$ cat config.mk
export PLATFORM = sky130hd
export DESIGN_NAME = burst_master_port_flat
export DESIGN_NICKNAME = d
export VERILOG_FILES = /design/src/rtl/burst_master_port_if.sv /design/src/rtl/burst_master_port.sv /design/src/flat_wrapper.sv
export SDC_FILE = /design/constraint.sdc
export NUM_CORES = 1
export LEC_CHECK = 0
export ABC_AREA = 0
export CAP_MARGIN = 30
export CORE_MARGIN = 10
export CORE_UTILIZATION = 58
export DETAILED_ROUTE_END_ITERATION = 12
export PLACE_DENSITY = 0.86
export SKIP_LAST_GASP = 1
export SYNTH_ARGS = -nofsm -noshare
export SYNTH_HDL_FRONTEND = slang
export SYNTH_SLANG_ARGS = --single-unit
$ cat constraint.sdc
create_clock -name clk -period 4.6 [get_ports clk]
set_input_delay 0.92 -clock clk [delete_from_list [all_inputs] [get_ports clk]]
set_output_delay 0.92 -clock clk [all_outputs]
set_load 0.01 [all_outputs]
$ cat src/rtl/burst_master_port_if.sv
// Signal bundle between the burst master port, its master core and the serial bus/arbiter.
// The master modport is the port's view; the slave modport is the environment's view.
interface burst_master_port_if #(
  parameter int SLAVE_LEN   = 2,
  parameter int ADDRESS_LEN = 12,
  parameter int WORD_SIZE   = 8,
  parameter int BURST_SIZE  = 12,
  parameter int LANES       = 2
);
  // Core side
  logic                   cmd_valid;
  logic                   cmd_ready;
  logic [1:0]             instruction;
  logic [SLAVE_LEN-1:0]   slave_select;
  logic [ADDRESS_LEN-1:0] address;
  logic [BURST_SIZE-1:0]  burst_num;
  logic [WORD_SIZE-1:0]   data_out;
  logic                   wr_valid;
  logic                   wr_ready;
  logic [WORD_SIZE-1:0]   data_in;
  logic                   new_rx;
  logic                   tx_done;
  logic                   rx_done;
  logic                   trans_done;
  logic                   error;
  // Bus / arbiter side
  logic [LANES-1:0]       tx_header;
  logic [LANES-1:0]       tx_data;
  logic [LANES-1:0]       rx_data;
  logic                   master_valid;
  logic                   slave_ready;
  logic                   slave_valid;
  logic                   master_ready;
  logic                   write_en;
  logic                   read_en;
  logic                   approval_request;
  logic                   approval_grant;
  logic                   bus_busy;

  modport master (
    input  cmd_valid, instruction, slave_select, address, burst_num, data_out, wr_valid,
           rx_data, slave_ready, slave_valid, approval_grant, bus_busy,
    output cmd_ready, wr_ready, data_in, new_rx, tx_done, rx_done, trans_done, error,
           tx_header, tx_data, master_valid, master_ready, write_en, read_en, approval_request
  );

  modport slave (
    output cmd_valid, instruction, slave_select, address, burst_num, data_out, wr_valid,
           rx_data, slave_ready, slave_valid, approval_grant, bus_busy,
    input  cmd_ready, wr_ready, data_in, new_rx, tx_done, rx_done, trans_done, error,
           tx_header, tx_data, master_valid, master_ready, write_en, read_en, approval_request
  );
endinterface

$ cat src/rtl/burst_master_port.sv
// Serial bus master port: arbitrate, shift out a header, then move a write or read burst
// over LANES-bit serial lanes. Handshakes: a beat/word moves on a cycle where valid & ready.
module burst_master_port #(
  parameter int SLAVE_LEN     = 2,
  parameter int ADDRESS_LEN   = 12,
  parameter int WORD_SIZE     = 8,
  parameter int BURST_SIZE    = 12,
  parameter int LANES         = 2,
  parameter int GRANT_TIMEOUT = 64
) (
  input  logic                 clk,
  input  logic                 reset,
  burst_master_port_if.master  bus,
  output logic [2:0]           state_dbg
);
  localparam int HDR_LEN    = SLAVE_LEN + ADDRESS_LEN + BURST_SIZE;
  localparam int HDR_BEATS  = (HDR_LEN + LANES - 1) / LANES;
  localparam int HDR_BITS   = HDR_BEATS * LANES;
  localparam int WORD_BEATS = WORD_SIZE / LANES;
  localparam int MAX_BEATS  = (HDR_BEATS > WORD_BEATS) ? HDR_BEATS : WORD_BEATS;
  localparam int BEAT_W     = $clog2(MAX_BEATS + 1);
  localparam int TMO_W      = $clog2(GRANT_TIMEOUT + 1);
  localparam logic [BEAT_W-1:0] HDR_LAST  = BEAT_W'(HDR_BEATS - 1);
  localparam logic [BEAT_W-1:0] WORD_LAST = BEAT_W'(WORD_BEATS - 1);
  localparam logic [TMO_W-1:0]  TMO_LAST  = TMO_W'(GRANT_TIMEOUT - 1);

  typedef enum logic [2:0] {
    S_IDLE, S_REQ, S_HEADER, S_WLOAD, S_WDATA, S_RDATA, S_DONE
  } state_t;

  state_t                state, state_next;
  logic                  is_read;
  logic [HDR_BITS-1:0]   hdr_sr;
  logic [BEAT_W-1:0]     beat_cnt;
  logic [BURST_SIZE-1:0] burst_len, word_cnt;
  logic [WORD_SIZE-1:0]  wr_sr, rd_sr, data_in_r;
  logic [TMO_W-1:0]      tmo_cnt;
  logic                  new_rx_r, error_r;

  logic                  accept, granted, timed_out, hdr_last, word_last, final_word;
  logic [WORD_SIZE-1:0]  rd_word;

  assign accept     = bus.cmd_valid && bus.instruction[1];
  assign granted    = bus.approval_grant && !bus.bus_busy;
  assign timed_out  = (tmo_cnt == TMO_LAST);
  assign hdr_last   = (beat_cnt == HDR_LAST);
  assign word_last  = (beat_cnt == WORD_LAST);
  // word_cnt < burst_len whenever a word is in flight, so the increment cannot wrap
  assign final_word = ((word_cnt + BURST_SIZE'(1)) == burst_len);
  assign rd_word    = {bus.rx_data, rd_sr[WORD_SIZE-1:LANES]};
  assign state_dbg  = state;

  always_ff @(posedge clk or posedge reset) begin
    if (reset) state <= S_IDLE;
    else       state <= state_next;
  end

  always_comb begin
    state_next           = state;
    bus.cmd_ready        = 1'b0;
    bus.approval_request = 1'b0;
    bus.master_valid     = 1'b0;
    bus.master_ready     = 1'b0;
    bus.wr_ready         = 1'b0;
    bus.tx_header        = '0;
    bus.tx_data          = '0;
    bus.write_en         = 1'b0;
    bus.read_en          = 1'b0;
    bus.tx_done          = 1'b0;
    bus.rx_done          = 1'b0;
    case (state)
      S_IDLE: begin
        bus.cmd_ready = 1'b1;
        if (accept) state_next = S_REQ;
      end
      S_REQ: begin
        bus.approval_request = 1'b1;
        if (granted)        state_next = S_HEADER;
        else if (timed_out) state_next = S_IDLE;
      end
      S_HEADER: begin
        bus.approval_request = 1'b1;
        bus.master_valid     = 1'b1;
        bus.tx_header        = hdr_sr[LANES-1:0];
        bus.write_en         = !is_read;
        bus.read_en          = is_read;
        if (bus.slave_ready && hdr_last) begin
          if (burst_len == '0) state_next = S_DONE;
          else if (is_read)    state_next = S_RDATA;
          else                 state_next = S_WLOAD;
        end
      end
      S_WLOAD: begin
        bus.approval_request = 1'b1;
        bus.wr_ready         = 1'b1;
        bus.write_en         = 1'b1;
        if (bus.wr_valid) state_next = S_WDATA;
      end
      S_WDATA: begin
        bus.approval_request = 1'b1;
        bus.master_valid     = 1'b1;
        bus.tx_data          = wr_sr[LANES-1:0];
        bus.write_en         = 1'b1;
        if (bus.slave_ready && word_last) state_next = final_word ? S_DONE : S_WLOAD;
      end
      S_RDATA: begin
        bus.approval_request = 1'b1;
        bus.master_ready     = 1'b1;
        bus.read_en          = 1'b1;
        if (bus.slave_valid && word_last && final_word) state_next = S_DONE;
      end
      S_DONE: begin
        bus.tx_done = !is_read;
        bus.rx_done = is_read;
        state_next  = S_IDLE;
      end
      default: state_next = S_IDLE;
    endcase
  end

  assign bus.trans_done = bus.tx_done || bus.rx_done;
  assign bus.data_in    = data_in_r;
  assign bus.new_rx     = new_rx_r;
  assign bus.error      = error_r;

  always_ff @(posedge clk or posedge reset) begin
    if (reset) begin
      is_read   <= 1'b0;
      hdr_sr    <= '0;
      beat_cnt  <= '0;
      burst_len <= '0;
      word_cnt  <= '0;
      wr_sr     <= '0;
      rd_sr     <= '0;
      data_in_r <= '0;
      tmo_cnt   <= '0;
      new_rx_r  <= 1'b0;
      error_r   <= 1'b0;
    end else begin
      new_rx_r <= 1'b0;
      error_r  <= 1'b0;
      case (state)
        S_IDLE: if (accept) begin
          is_read   <= bus.instruction[0];
          hdr_sr    <= HDR_BITS'({bus.burst_num, bus.address, bus.slave_select});
          burst_len <= bus.burst_num;
          beat_cnt  <= '0;
          word_cnt  <= '0;
          tmo_cnt   <= '0;
        end
        S_REQ: if (!granted) begin
          if (timed_out) error_r <= 1'b1;
          else           tmo_cnt <= tmo_cnt + TMO_W'(1);
        end
        S_HEADER: if (bus.slave_ready) begin
          hdr_sr   <= hdr_sr >> LANES;
          beat_cnt <= hdr_last ? '0 : beat_cnt + BEAT_W'(1);
        end
        S_WLOAD: if (bus.wr_valid) wr_sr <= bus.data_out;
        S_WDATA: if (bus.slave_ready) begin
          wr_sr <= wr_sr >> LANES;
          if (word_last) begin
            beat_cnt <= '0;
            word_cnt <= word_cnt + BURST_SIZE'(1);
          end else begin
            beat_cnt <= beat_cnt + BEAT_W'(1);
          end
        end
        S_RDATA: if (bus.slave_valid) begin
          rd_sr <= rd_word;
          if (word_last) begin
            beat_cnt  <= '0;
            word_cnt  <= word_cnt + BURST_SIZE'(1);
            data_in_r <= rd_word;
            new_rx_r  <= 1'b1;
          end else begin
            beat_cnt <= beat_cnt + BEAT_W'(1);
          end
        end
        default: ;
      endcase
    end
  end
endmodule

$ cat src/flat_wrapper.sv
// flat-port wrapper written by rule: the top's interface ports become plain ports
module burst_master_port_flat 
#(
  parameter int SLAVE_LEN     = 2,
  parameter int ADDRESS_LEN   = 12,
  parameter int WORD_SIZE     = 8,
  parameter int BURST_SIZE    = 12,
  parameter int LANES         = 2,
  parameter int GRANT_TIMEOUT = 64
)
  (clk, reset, state_dbg, bus_cmd_valid, bus_instruction, bus_slave_select, bus_address, bus_burst_num, bus_data_out, bus_wr_valid, bus_rx_data, bus_slave_ready, bus_slave_valid, bus_approval_grant, bus_bus_busy, bus_cmd_ready, bus_wr_ready, bus_data_in, bus_new_rx, bus_tx_done, bus_rx_done, bus_trans_done, bus_error, bus_tx_header, bus_tx_data, bus_master_valid, bus_master_ready, bus_write_en, bus_read_en, bus_approval_request);
  burst_master_port_if #(.SLAVE_LEN(SLAVE_LEN), .ADDRESS_LEN(ADDRESS_LEN), .WORD_SIZE(WORD_SIZE), .BURST_SIZE(BURST_SIZE), .LANES(LANES)) bus_i ();
  input  logic clk;
  input  logic reset;
  output logic [2:0] state_dbg;
  input wire logic [$bits(bus_i.cmd_valid)-1:0] bus_cmd_valid;
  input wire logic [$bits(bus_i.instruction)-1:0] bus_instruction;
  input wire logic [$bits(bus_i.slave_select)-1:0] bus_slave_select;
  input wire logic [$bits(bus_i.address)-1:0] bus_address;
  input wire logic [$bits(bus_i.burst_num)-1:0] bus_burst_num;
  input wire logic [$bits(bus_i.data_out)-1:0] bus_data_out;
  input wire logic [$bits(bus_i.wr_valid)-1:0] bus_wr_valid;
  input wire logic [$bits(bus_i.rx_data)-1:0] bus_rx_data;
  input wire logic [$bits(bus_i.slave_ready)-1:0] bus_slave_ready;
  input wire logic [$bits(bus_i.slave_valid)-1:0] bus_slave_valid;
  input wire logic [$bits(bus_i.approval_grant)-1:0] bus_approval_grant;
  input wire logic [$bits(bus_i.bus_busy)-1:0] bus_bus_busy;
  output wire logic [$bits(bus_i.cmd_ready)-1:0] bus_cmd_ready;
  output wire logic [$bits(bus_i.wr_ready)-1:0] bus_wr_ready;
  output wire logic [$bits(bus_i.data_in)-1:0] bus_data_in;
  output wire logic [$bits(bus_i.new_rx)-1:0] bus_new_rx;
  output wire logic [$bits(bus_i.tx_done)-1:0] bus_tx_done;
  output wire logic [$bits(bus_i.rx_done)-1:0] bus_rx_done;
  output wire logic [$bits(bus_i.trans_done)-1:0] bus_trans_done;
  output wire logic [$bits(bus_i.error)-1:0] bus_error;
  output wire logic [$bits(bus_i.tx_header)-1:0] bus_tx_header;
  output wire logic [$bits(bus_i.tx_data)-1:0] bus_tx_data;
  output wire logic [$bits(bus_i.master_valid)-1:0] bus_master_valid;
  output wire logic [$bits(bus_i.master_ready)-1:0] bus_master_ready;
  output wire logic [$bits(bus_i.write_en)-1:0] bus_write_en;
  output wire logic [$bits(bus_i.read_en)-1:0] bus_read_en;
  output wire logic [$bits(bus_i.approval_request)-1:0] bus_approval_request;
  assign bus_i.cmd_valid = bus_cmd_valid;
  assign bus_i.instruction = bus_instruction;
  assign bus_i.slave_select = bus_slave_select;
  assign bus_i.address = bus_address;
  assign bus_i.burst_num = bus_burst_num;
  assign bus_i.data_out = bus_data_out;
  assign bus_i.wr_valid = bus_wr_valid;
  assign bus_i.rx_data = bus_rx_data;
  assign bus_i.slave_ready = bus_slave_ready;
  assign bus_i.slave_valid = bus_slave_valid;
  assign bus_i.approval_grant = bus_approval_grant;
  assign bus_i.bus_busy = bus_bus_busy;
  assign bus_cmd_ready = bus_i.cmd_ready;
  assign bus_wr_ready = bus_i.wr_ready;
  assign bus_data_in = bus_i.data_in;
  assign bus_new_rx = bus_i.new_rx;
  assign bus_tx_done = bus_i.tx_done;
  assign bus_rx_done = bus_i.rx_done;
  assign bus_trans_done = bus_i.trans_done;
  assign bus_error = bus_i.error;
  assign bus_tx_header = bus_i.tx_header;
  assign bus_tx_data = bus_i.tx_data;
  assign bus_master_valid = bus_i.master_valid;
  assign bus_master_ready = bus_i.master_ready;
  assign bus_write_en = bus_i.write_en;
  assign bus_read_en = bus_i.read_en;
  assign bus_approval_request = bus_i.approval_request;
  burst_master_port #(.SLAVE_LEN(SLAVE_LEN), .ADDRESS_LEN(ADDRESS_LEN), .WORD_SIZE(WORD_SIZE), .BURST_SIZE(BURST_SIZE), .LANES(LANES), .GRANT_TIMEOUT(GRANT_TIMEOUT)) u_core (.clk(clk), .reset(reset), .bus(bus_i), .state_dbg(state_dbg));
endmodule
# Word-level counts from Yosys, hierarchy flattened
# Cells that the tools add are included.
# classes
n_addsub,3
eq_ne,21
muxes,50
n_reduce_logical,28
# op_table
operator,count
$mux 26,2
$pmux 26 s2,1
$mux 12,4
$pmux 12 s3,1
$mux 3,10
$mux 4,6
$mux 7,3
$pmux 3 s6,1
$mux 8,2
$pmux 4 s4,1
$pmux 8 s2,1
$pmux 7 s2,1
$mux 1,13
$add 12x1->12 const B,1
$eq 12x12->1,1
$logic_not 12->1,1
$ne 2x2->1 const B,6
$eq 3x3->1 const B,3
$reduce_and 3->1,3
$ne 2x1->1 const B,4
$reduce_and 4->1,2
$add 7x1->7 const B,1
$eq 7x6->1 const B,1
$eq 3x2->1 const B,2
19 further kinds,31
# totals
regBits,91
in_bits,46
output_inout_bits,27
elab_cells,114

# Longest topological paths before layout
# depth
ltp_word,5
mapped_depth,8
mapped_depth_nobuf,8

# Worst setup path before layout
# Ideal clock, no wire load.
# synth_path
path_type,in2reg
start,input bus_slave_ready
end,register u_core.state[0] (netlist: u_core.state_dbg[0])
setup_ps,129
arrival_ps,2273
path_slack_ps,2198
stages,7
cell_sequence,clkbuf_2 mux2i_1 a21oi_1 o211ai_1 nor2_2 mux2_2 a2111o_1
# synth_between
elab_chain_cells,3
word_cells_on_any_way,5
classes_between,eq/ne: 2; reduce/logical: 3
# synth_lines
item,line_no,source
"start, declared",flat_wrapper.sv:24,input wire logic [$bits(bus_i.slave_ready)-1:0] bus_slave_ready;
$logic_and 1x1->1 (on tied branches),"burst_master_port.sv:104, burst_master_port.sv:87",
$ne 2x1->1 (no line),n/a,
$reduce_and 6->1 (no line) *,n/a,
"end signal, assigned",burst_master_port.sv:55,else state <= state_next;
"end, declared",burst_master_port.sv:31,"state_t state, state_next;"
# Mark *: on every way between the ends. The rest lies on a longest branch, timed or not.
# A chain may end at the register's enable or synchronous reset.

# Worst setup path in the final report
# layout_path
start,register u_core.state[2] (netlist: u_core.state_dbg[2])
end,output bus_tx_data[1]
# layout_between
elab_chain_cells,2
# layout_lines
item,line_no,source
$eq 3x3->1,burst_master_port.sv:71,case (state)
$mux 2,burst_master_port.sv:71,
"end, declared",flat_wrapper.sv:37,output wire logic [$bits(bus_i.tx_data)-1:0] bus_tx_data;
# No other way between the ends.

==> flow_metrics.env <==
export IMPL_drtIter0Drc=136
export IMPL_synth_ff_type="dfrtp_1"
export IMPL_grt_pass1_wl_microns=18100
export IMPL_final_fill_count=562
export IMPL_row_count=32
export IMPL_synth_xor_area_share_pct=3.67
export IMPL_cts_tree="done"
export IMPL_dr_pass1_iters=5
export IMPL_synth_seq_cells=89
export IMPL_synth_edff_count=0
export IMPL_drc=0
export IMPL_grt_max_degree=51
export IMPL_worstRegToRegCells=7
export IMPL_syn_to_final_growth_pct=22.4
export IMPL_tightest_slew_ns=1.03
export IMPL_cp_data_arrival_time_ns=2.48
export IMPL_drv_cap=0
export IMPL_multi_input_area_sq_mm=0.00218
export IMPL_ctsResizeCount=0
export IMPL_fin_setup_tns_ns=0
export IMPL_track_usage_pct=18.8
export IMPL_io_buffers=72
export IMPL_hold_viol_final=0
export IMPL_syn_area_sq_mm=0.00454
export IMPL_fin_crit_ns=3.40
export IMPL_dieWidth_microns=108
export IMPL_required_ns=3.68
export IMPL_fmax_mhz=294
export IMPL_setup_violations_final=0
export IMPL_yosys_warnings=0
export IMPL_hold_path_class="reg2reg"
export IMPL_cts_max_level=3
export IMPL_dr_total_vias=3793
export IMPL_hold_path_cell_count=2
export IMPL_post_cts_setup_buffers=0
export IMPL_dieArea_sq_mm=0.0118
export IMPL_synth_top_family_by_area="simple AND/OR/NAND/NOR gates"
export IMPL_synth_area_per_cell_sq_um=9.21
export IMPL_syn_inst=493
export IMPL_io_pins=73
export IMPL_async_flop_share_pct=100
export IMPL_clock_latency_ns=0.36
export IMPL_fin_ws_ns=1.20
export IMPL_final_common_cell="nand2_1"
export IMPL_yosysUniqueCellTypes=51
export IMPL_cts_hold_buf=0
export IMPL_layout_common_cells="115 x nand2_1, 89 x dfrtp_1, 72 x clkdlybuf4s50_1"
export IMPL_yosys_area_share_adder_pct=1.10
export IMPL_wire_per_inst_microns=16.5
export IMPL_gp_congestion=0.854
export IMPL_cts_buffers=9
export IMPL_vias_per_cell=5.76
export IMPL_synth_simple_area_share_pct=19.7
export IMPL_die_h_microns=108
export IMPL_cts_root_buf="clkbuf_8"
export IMPL_p_leak_nw=2.50
export IMPL_clock_sinks=89
export IMPL_finalCritPeriodShare_pct=73.9
export IMPL_grt_pass1_vias=3809
export IMPL_status="completed"
export IMPL_crit_path_start_kind="register"
export IMPL_p_per_area_mw_per_mm2=534
export IMPL_core_sq_mm=0.00769
export IMPL_cp_max_fo=18
export IMPL_grt_overflow=0
export IMPL_synth_yosys_seq_area_share_pct=49.1
export IMPL_maxSlewViolCount=0
export IMPL_clock_skew_ns=0.0115
export IMPL_endpoint_kind="primary output"
export IMPL_muxShareOfSynthArea_pct=9.01
export IMPL_layout_nets=601
export IMPL_final_antenna_net_count=0
export IMPL_hpwlAfterDp_microns=7920
export IMPL_syn_nets=543
export IMPL_postRouteWirelength_microns=10800
export IMPL_drive_above_1_share_pct=6.83
export IMPL_slew_headroom_pct=31.2
export IMPL_path_class="reg2out"
export IMPL_cts_buffer_depth=2
export IMPL_antenna_cells=0
export IMPL_antenna_found_initial=0
export IMPL_peakVddDrop_mv=0.371
export IMPL_ff_latch_area_sq_mm=0.00223
export IMPL_synth_compound_area_share_pct=14.2
export IMPL_dpl_worst_slack_ns=1.44
export IMPL_rsz0062_at_grt="false"
export IMPL_start_util_pct=59.0
export IMPL_clkTransAtPathRegs_ns=0.10
-- critical path, stage by stage (launching register included) --
cell and delay [ns]:
dfrtp_1 0.69, nand2b_1 0.42, nor2_1 0.31, and2_1 0.17, clkdlybuf4s50_1 0.54
-- worst paths after layout --
check,from,endpoint,slack (ns)
max,u_core.state_dbg[2],bus_tx_data[1],1.20
min,u_core.bus.data_in[0],u_core.bus.data_in[0],0.49
max reg2reg,u_core.beat_cnt[0],u_core.word_cnt[7],1.89
min reg2reg,u_core.bus.data_in[0],u_core.bus.data_in[0],0.49
max in group asynchronous,reset,u_core.tmo_cnt[1],2.57
min in group asynchronous,reset,u_core.bus.new_rx,1.00
-- sequential cells by signal, indices dropped and copies added (netlist names), 3 cells and up --
| signal | flops |
|---|---|
| u_core.hdr_sr | 26 |
| u_core.burst_len | 12 |
| u_core.word_cnt | 12 |
| u_core.bus.data_in | 8 |
| u_core.wr_sr | 8 |
| u_core.tmo_cnt | 7 |
| u_core.rd_sr | 6 |
| u_core.beat_cnt | 4 |
| u_core.state_dbg | 3 |
-- report_power, final --
| group | switching [mW] | internal (mW) |
|---|---|---|
| Sequential | 0.271 | 1.05 |
| Clock | 0.294 | 0.328 |
| Combinational | 0.529 | 0.490 |
| Total | 1.09 | 1.87 |
-- area by class of cell --
cell class / instances / share of cell area [%]
Clock buffer: 10 / 2.48
Clock inverter: 6 / 1.76
Inverter: 9 / 0.631
Multi-Input combinational cell: 366 / 39.2
Sequential cell: 89 / 40.1
Tap cell: 102 / 2.30
Timing Repair Buffer: 76 / 13.5
-- synth_stat cells (2+ instances only) --
master / count / area (sq um)
a211oi_1: 2 / 15.0
a21o_1: 2 / 15.0
a21oi_1: 12 / 60.1
a31oi_1: 4 / 25.0
and2_1: 9 / 56.3
and3_1: 5 / 31.3
buf_2: 4 / 20.0
clkbuf_1: 24 / 90.1
dfrtp_1: 89 / 2230
ha_1: 4 / 50.1
inv_1: 8 / 30.0
mux2_2: 7 / 78.8
mux2i_1: 33 / 330
nand2_1: 115 / 432
nand2b_1: 4 / 25.0
nand3_1: 11 / 55.1
nand4_1: 5 / 31.3
nor2_1: 20 / 75.1
nor2_2: 2 / 12.5
nor2b_1: 3 / 18.8
nor3_1: 6 / 30.0
nor3b_2: 2 / 25.0
nor4_1: 4 / 25.0
o21a_1: 3 / 22.5
o21ai_0: 61 / 305
o31ai_1: 6 / 45.0
o41ai_1: 3 / 26.3
or2_2: 2 / 12.5
or3_1: 3 / 18.8
or3b_1: 2 / 17.5
xnor2_1: 7 / 61.3
xor2_1: 12 / 105
-- logic make-up after synthesis --
family	count (synthesis)
AND/OR/NAND/NOR	196
buffers and inverters	38
adder cells (fa/ha/maj)	4
multiplexers	40
flip-flops	89
AO/OA/AOI/OAI	107
XOR/XNOR	19
-- layer usage --
metal | global-route usage, % | wire [microns] | up-vias
li1 | - | - | 1817
met1 | 22.6 | 4370 | 1845
met2 | 32.3 | 5670 | 105
met3 | 4.34 | 525 | 26
met4 | 6.59 | 266 | 0
met5 | 0 | 0 | -
-- stage by stage --
stage	std cells	instance area (sq um)	utilization (%)	hold slack [ns]	total power, mW
floorplan	493	4540	-	0.433	2.00
global placement	642	5320	69.2	0.447	2.26
detailed placement	642	5320	69.2	0.462	2.34
CTS	658	5550	72.2	0.487	2.98
global route	658	5550	72.2	0.511	3.17
finish	658	5550	72.2	0.488	2.96
(Power assumes the default switching activity.)
==> variant 1 (same flow settings) <==
`LANES` is set to 2 in 3 places; all go to 1.
--- a/src/rtl/burst_master_port_if.sv
+++ b/src/rtl/burst_master_port_if.sv
@@ -5,7 +5,7 @@
   parameter int ADDRESS_LEN = 12,
   parameter int WORD_SIZE   = 8,
   parameter int BURST_SIZE  = 12,
-  parameter int LANES       = 2
+  parameter int LANES       = 1
 );
   // Core side
   logic                   cmd_valid;
--- a/src/rtl/burst_master_port.sv
+++ b/src/rtl/burst_master_port.sv
@@ -5,7 +5,7 @@
   parameter int ADDRESS_LEN   = 12,
   parameter int WORD_SIZE     = 8,
   parameter int BURST_SIZE    = 12,
-  parameter int LANES         = 2,
+  parameter int LANES         = 1,
   parameter int GRANT_TIMEOUT = 64
 ) (
   input  logic                 clk,
--- a/src/flat_wrapper.sv
+++ b/src/flat_wrapper.sv
@@ -5,7 +5,7 @@
   parameter int ADDRESS_LEN   = 12,
   parameter int WORD_SIZE     = 8,
   parameter int BURST_SIZE    = 12,
-  parameter int LANES         = 2,
+  parameter int LANES         = 1,
   parameter int GRANT_TIMEOUT = 64
 )
   (clk, reset, state_dbg, bus_cmd_valid, bus_instruction, bus_slave_select, bus_address, bus_burst_num, bus_data_out, bus_wr_valid, bus_rx_data, bus_slave_ready, bus_slave_valid, bus_approval_grant, bus_bus_busy, bus_cmd_ready, bus_wr_ready, bus_data_in, bus_new_rx, bus_tx_done, bus_rx_done, bus_trans_done, bus_error, bus_tx_header, bus_tx_data, bus_master_valid, bus_master_ready, bus_write_en, bus_read_en, bus_approval_request);
Ports: changed (resized bus_rx_data, bus_tx_data and bus_tx_header); port bits go from 73 to 70. No check against the original RTL was run, so the function may have changed too.
==> variant 1 against the original RTL <==
- sequential share of layout area rose by 0.24 points
- largest power group unchanged
- largest cell class unchanged
- area after synthesis rose by 2.1%
- design area rose by 1.6%
- wire length rose by 5.7%
- total power rose by 0.21%
- critical path depth fell by 1
- sequential cell count rose by 2
- critical endpoint is now bus_tx_done
- setup slack got worse by 0.017 ns
- synthesized cell count rose by 0.20%
- register-to-register slack got worse by 0.20 ns
==> variant 1: results (changes against the original RTL) <==
| Metric | Value |
|---|---|
| Net Count, Synth | `543 (unchanged)` |
| CTS root buffer | `clkbuf_8` |
| Clk_lat worst skew | `0.37 ns` |
| Diode count | `0 (unchanged)` |
| Setup TNS | `0 ns (unchanged)` |
| P_int | `0.00185 W (-1.3%)` |
| Mapped Avg Cell Area | `9.38 um^2 (+1.9%)` |
| Initial antenna violation count | `0 (unchanged)` |
| Detailed Route WL | `11.5 mm (+5.7%)` |
| Clock Path Buffers | `2 (unchanged)` |
| Slew headroom | `0.301 (-0.0112)` |
| Hold Crit Class | `register to register` |
| Maximum VDD drop | `0.000242 V (-35%)` |
| Vias in the first global route | `3,983 (+4.6%)` |
| DRT iter0 DRCs | `257 (+89%)` |
| Vias | `3,951 (+4.2%)` |
| Top post-synthesis cells by area | `dfrtp_1, nand2_1, mux2i_1` |
| Biggest regs | `u_core.hdr_sr x26, u_core.burst_len x12, u_core.word_cnt x12` |
| I/O Buffers | `69 (-4.2%)` |
| CP max FO | `17 (-1)` |
| H-tree levels | `3 (unchanged)` |
| First-pass GRT wire length | `18.9 mm (+4.6%)` |
| Final Non-Filler Cells | `664 (+0.91%)` |
| Lkg Pwr | `2.48 nW (-0.85%)` |
| Seq/Total Area, Yosys | `0.491 (+0.000865)` |
| Cts repair resizes | `0 (unchanged)` |
| Worst Path Arrival | `2.50 ns (+0.02 ns)` |
| Layout cells sized above 1 | `0.0694 (+0.00105)` |
| FFs w/ async S/R, synth | `1.00 (unchanged)` |
| Worst Clk Skew | `0.00606 ns (-0.00548 ns)` |
| HPWL after detailed placement | `8.12 mm (+2.6%)` |
| # fillers | `549 (-2.3%)` |
| TritonRoute pass-1 iters | `5 (unchanged)` |
| Layout Nets | `606 (+0.83%)` |
| Commonest cells post-synth | `nand2_1, dfrtp_1, o21ai_0` |
| Largest net degree at the start of global routing | `52 (+2.0%)` |
| Place WS | `1.61 ns (+0.173 ns)` |
| Main synth FF type | `dfrtp_1` |
| RD Place Congestion | `0.910 (+6.5%)` |
| Num CTS Buffers | `9 (unchanged)` |
| Placed Cells | `647 (+0.78%)` |
| Clk pin slew, worst setup/hold paths | `0.09 ns` |
| Status | `complete, no violations` |
| Number of distinct library cells after synthesis | `51 (unchanged)` |
| GRT Total Usage | `0.195 (+0.00756)` |
[variant 1: worst paths after layout]
path | cells past startpoint | startpoint | endpoint | slack, ns
max | 3 | u_core.state_dbg[2] | bus_tx_done | 1.18
min | 2 | u_core.rd_sr[1] | u_core.bus.data_in[0] | 0.48
max reg2reg | 5 | u_core.state_dbg[2] | u_core.word_cnt[11] | 1.69
min reg2reg | 2 | u_core.rd_sr[1] | u_core.bus.data_in[0] | 0.48
max in group asynchronous | 3 | reset | u_core.beat_cnt[0] | 2.79
min in group asynchronous | 2 | reset | u_core.hdr_sr[3] | 0.96
[variant 1: per-layer routing]
layer / up-vias / track usage / routed length (um)
met2: 153 / 0.318 / 5630
met4: 0 / 0.0725 / 238
met3: 21 / 0.0410 / 850
li1: 1849 / - / -
met1: 1928 / 0.252 / 4730
met5: - / 0 / 0
[variant 1: power by group through the flow]
| stage | clock (W) | sequential [W] | combinational [W] |
|---|---|---|---|
| final | 0.000613 | 0.00131 | 0.00105 |
| after global routing | 0.000656 | 0.00135 | 0.00117 |
| after CTS | 0.000622 | 0.00130 | 0.00103 |
| after detailed placement | 0 | 0.00132 | 0.00102 |
| after global placement | 0 | 0.00130 | 0.000963 |
| after floorplan | 0 | 0.00124 | 0.000756 |
[variant 1: final cells by class]
type	count	share of cell area
clock buffers	10	0.0226
clock inverters	6	0.0166
inverters	10	0.00687
multi-input cells	371	0.397
flip-flops and latches	91	0.403
well taps	102	0.0226
repair buffers	74	0.131
[variant 1: logic make-up after synthesis]
family | after synthesis | synth area share
XOR/XNOR | 22 | 0.0416
buffers and inverters | 32 | 0.0286
multiplexers | 40 | 0.0883
AND/OR/NAND/NOR | 202 | 0.203
adder cells (fa/ha/maj) | 4 | 0.0108
flip-flops | 91 | 0.491
AO/OA/AOI/OAI | 103 | 0.136
[variant 1: critical path: stages, from the launching register on]
cell and delay, ns:
dfrtp_1 0.67, clkinv_1 0.41, nor4_1 0.42, clkdlybuf4s50_1 0.63
[variant 1: stage by stage]
step | power [W] | hold WS [ns] | area, um^2 | utilization
after floorplan | 0.00199 | 0.433 | 4630 | -
after global placement | 0.00226 | 0.453 | 5400 | 0.696
after detailed placement | 0.00234 | 0.460 | 5400 | 0.696
after CTS | 0.00296 | 0.482 | 5630 | 0.724
after global routing | 0.00317 | 0.508 | 5650 | 0.727
final | 0.00297 | 0.478 | 5650 | 0.727
==> variant 2 (same flow settings) <==
Made on the original files. Make the reset (`reset`) synchronous in 2 clocked blocks.
--- a/src/rtl/burst_master_port.sv
+++ b/src/rtl/burst_master_port.sv
@@ -50,7 +50,7 @@
   assign rd_word    = {bus.rx_data, rd_sr[WORD_SIZE-1:LANES]};
   assign state_dbg  = state;
 
-  always_ff @(posedge clk or posedge reset) begin
+  always_ff @(posedge clk) begin
     if (reset) state <= S_IDLE;
     else       state <= state_next;
   end
@@ -123,7 +123,7 @@
   assign bus.new_rx     = new_rx_r;
   assign bus.error      = error_r;
 
-  always_ff @(posedge clk or posedge reset) begin
+  always_ff @(posedge clk) begin
     if (reset) begin
       is_read   <= 1'b0;
       hdr_sr    <= '0;
Formal check against the unedited RTL: differs if reset is asserted again (counterexample within 4 cycles, from zero or initial values and one cycle with reset high); with reset held inactive, the same outputs for 10 cycles.
==> variant 2 against the original RTL <==
- first-iteration DRC count increased by 56%
- design area decreased by 3.9%
- wire length decreased by 1.4%
- maximum frequency decreased by 8.8%
- count of clock-buffer cells in the layout decreased by 1
- clock power decreased by 9.5%
- largest cell class is now multi-input gates
- area after synthesis decreased by 3.6%
- sequential cell count unchanged
- utilization increased by 0.93 points
- total power decreased by 7.7%
- setup slack got worse by 0.33 ns
- via count increased by 7.7%
- critical path depth unchanged
==> variant 2: results (changes against the original RTL) <==
| Metric | Value |
|---|---|
| Maximum VDD drop | `0.000321 V (-14%)` |
| Vias in the first global route | `3,969 (+4.2%)` |
| Lkg Pwr | `1.98 nW (-21%)` |
| Hold Crit Class | `register to register` |
| Register-to-Register Path Depth | `7 (unchanged)` |
| Hold Buf Count CTS | `0 (unchanged)` |
| Worst Path Arrival | `2.81 ns (+0.33 ns)` |
| Reg2reg setup slack | `1.78 ns (-0.11 ns)` |
| CP max FO | `17 (-1)` |
| Reg-to-Reg Start | `u_core.state_dbg[0]` |
| GRT Total Usage | `0.184 (-0.00394)` |
| Hold Path Sink | `u_core.bus.data_in[1]` |
| HPWL after detailed placement | `7.68 mm (-3.0%)` |
| Final hold slack | `0.457 ns (-0.0309 ns)` |
| Number of distinct library cells after synthesis | `56 (+9.8%)` |
| Reg-to-reg endpoint | `u_core.state_dbg[0]` |
| Layout cells sized above 1 | `0.0428 (-0.0255)` |
| Hold Crit Start | `u_core.rd_sr[3]` |
| Largest net degree at the start of global routing | `52 (+2.0%)` |
| Slew headroom | `0.338 (+0.0256)` |
| Biggest regs | `u_core.hdr_sr x26, u_core.burst_len x12, u_core.word_cnt x12` |
| Vias | `4,084 (+7.7%)` |
| Clock Path Buffers | `2 (unchanged)` |
| Layout Nets | `653 (+8.7%)` |
| Worst hold stages | `2 (unchanged)` |
| Commonest cells post-synth | `dfxtp_1, nand2_1, a21oi_1` |
| Worst Clk Skew | `0.0125 ns (+0.000965 ns)` |
| Num CTS Buffers | `9 (unchanged)` |
| RD Place Congestion | `0.870 (+1.9%)` |
| CTS root buffer | `clkbuf_8` |
| Main synth FF type | `dfxtp_1` |
| First-pass GRT wire length | `17.8 mm (-1.4%)` |
| Net Count, Synth | `598 (+10%)` |
| DRT iter0 DRCs | `212 (+56%)` |
| Initial antenna violation count | `0 (unchanged)` |
| Seq/Total Area, Yosys | `0.407 (-0.0837)` |
| Switching pwr | `0.00110 W (+0.42%)` |
| Top post-synthesis cells by area | `dfxtp_1, a21oi_1, nand2_1` |
| Status | `complete, no violations` |
| Detailed Route WL | `10.7 mm (-1.4%)` |
| FFs w/ async S/R, synth | `0 (-1.00)` |
| # fillers | `576 (+2.5%)` |
| Vias per cell | `5.78 (+0.35%)` |
[variant 2: changes by cell type after synthesis, sizes merged, moves of 8 or more]
cell	before	now
a211oi	2	27
a21oi	12	64
dfrtp	89	0
dfxtp	0	89
mux2i	33	24
nand2	115	76
nor2	22	63
nor3	6	14
o21ai	61	25
xnor2	7	17
xor2	12	4
[variant 2: routing by layer]
layer | share of wire | vias to the layer above | GRT usage | wire length [um]
met5 | 0 | - | 0 | 0
met2 | 0.49 | 104 | 0.320 | 5240
met1 | 0.43 | 1926 | 0.217 | 4600
li1 | - | 2039 | - | -
met3 | 0.064 | 15 | 0.0461 | 679
met4 | 0.015 | 0 | 0.0590 | 161
[variant 2: cells by family (layout without fill, tap and decap cells)]
family,after synthesis,count (layout),share of synthesized area
flops,89,89,0.407
compound gates,141,141,0.197
xor+xnor,21,21,0.0420
buf+inv,40,100,0.0357
simple gates,225,225,0.244
mux,25,25,0.0574
fa+ha+maj,6,6,0.0166
[variant 2: how the worst max path moves through the flow]
stage | start | end | slack, ns | cells after the start
6_report | u_core.state_dbg[2] | bus_tx_data[1] | 0.87 | 4
2_1_floorplan | u_core.state_dbg[0] | bus_rx_done | 2.08 | 5
3_5_place_dp | u_core.state_dbg[2] | bus_tx_data[0] | 1.31 | 4
5_1_grt | u_core.state_dbg[2] | bus_tx_data[1] | 0.71 | 4
3_3_place_gp | u_core.state_dbg[2] | bus_tx_data[0] | 1.46 | 4
4_1_cts | u_core.state_dbg[2] | bus_tx_data[1] | 0.90 | 4
[variant 2: critical path, stage by stage (launching register included)]
cell	delay, ns
dfxtp_1	0.74
nand2b_1	0.35
nor2_1	0.59
and2_1	0.22
clkdlybuf4s50_1	0.54
[variant 2: layout make-up]
class	instances	area [um^2]	area share
clock buffer	9	124	0.0232
tap	99	124	0.0232
multi-input combinational	418	2450	0.460
clock inverter	7	82.6	0.0155
timing repair buffer	75	738	0.138
sequential	89	1780	0.334
inverter	9	33.8	0.00633
[variant 2: power groups by stage]
stage               clock network, W  logic, W  registers [W]
floorplan                          0  0.000842        0.00101
global placement                   0   0.00106        0.00108
detailed placement                 0   0.00109        0.00109
CTS                         0.000566   0.00110        0.00107
global route                0.000597   0.00122        0.00109
finish                      0.000564   0.00110        0.00107
[variant 2: per-stage QoR]
step | instance area (um^2) | cells | power [W] | setup WS [ns]
after floorplan | 4380 | 547 | 0.00186 | 2.08
after global placement | 5130 | 690 | 0.00214 | 1.46
after detailed placement | 5130 | 690 | 0.00218 | 1.31
after CTS | 5340 | 706 | 0.00274 | 0.901
after global routing | 5340 | 706 | 0.00291 | 0.708
final | 5340 | 706 | 0.00274 | 0.873
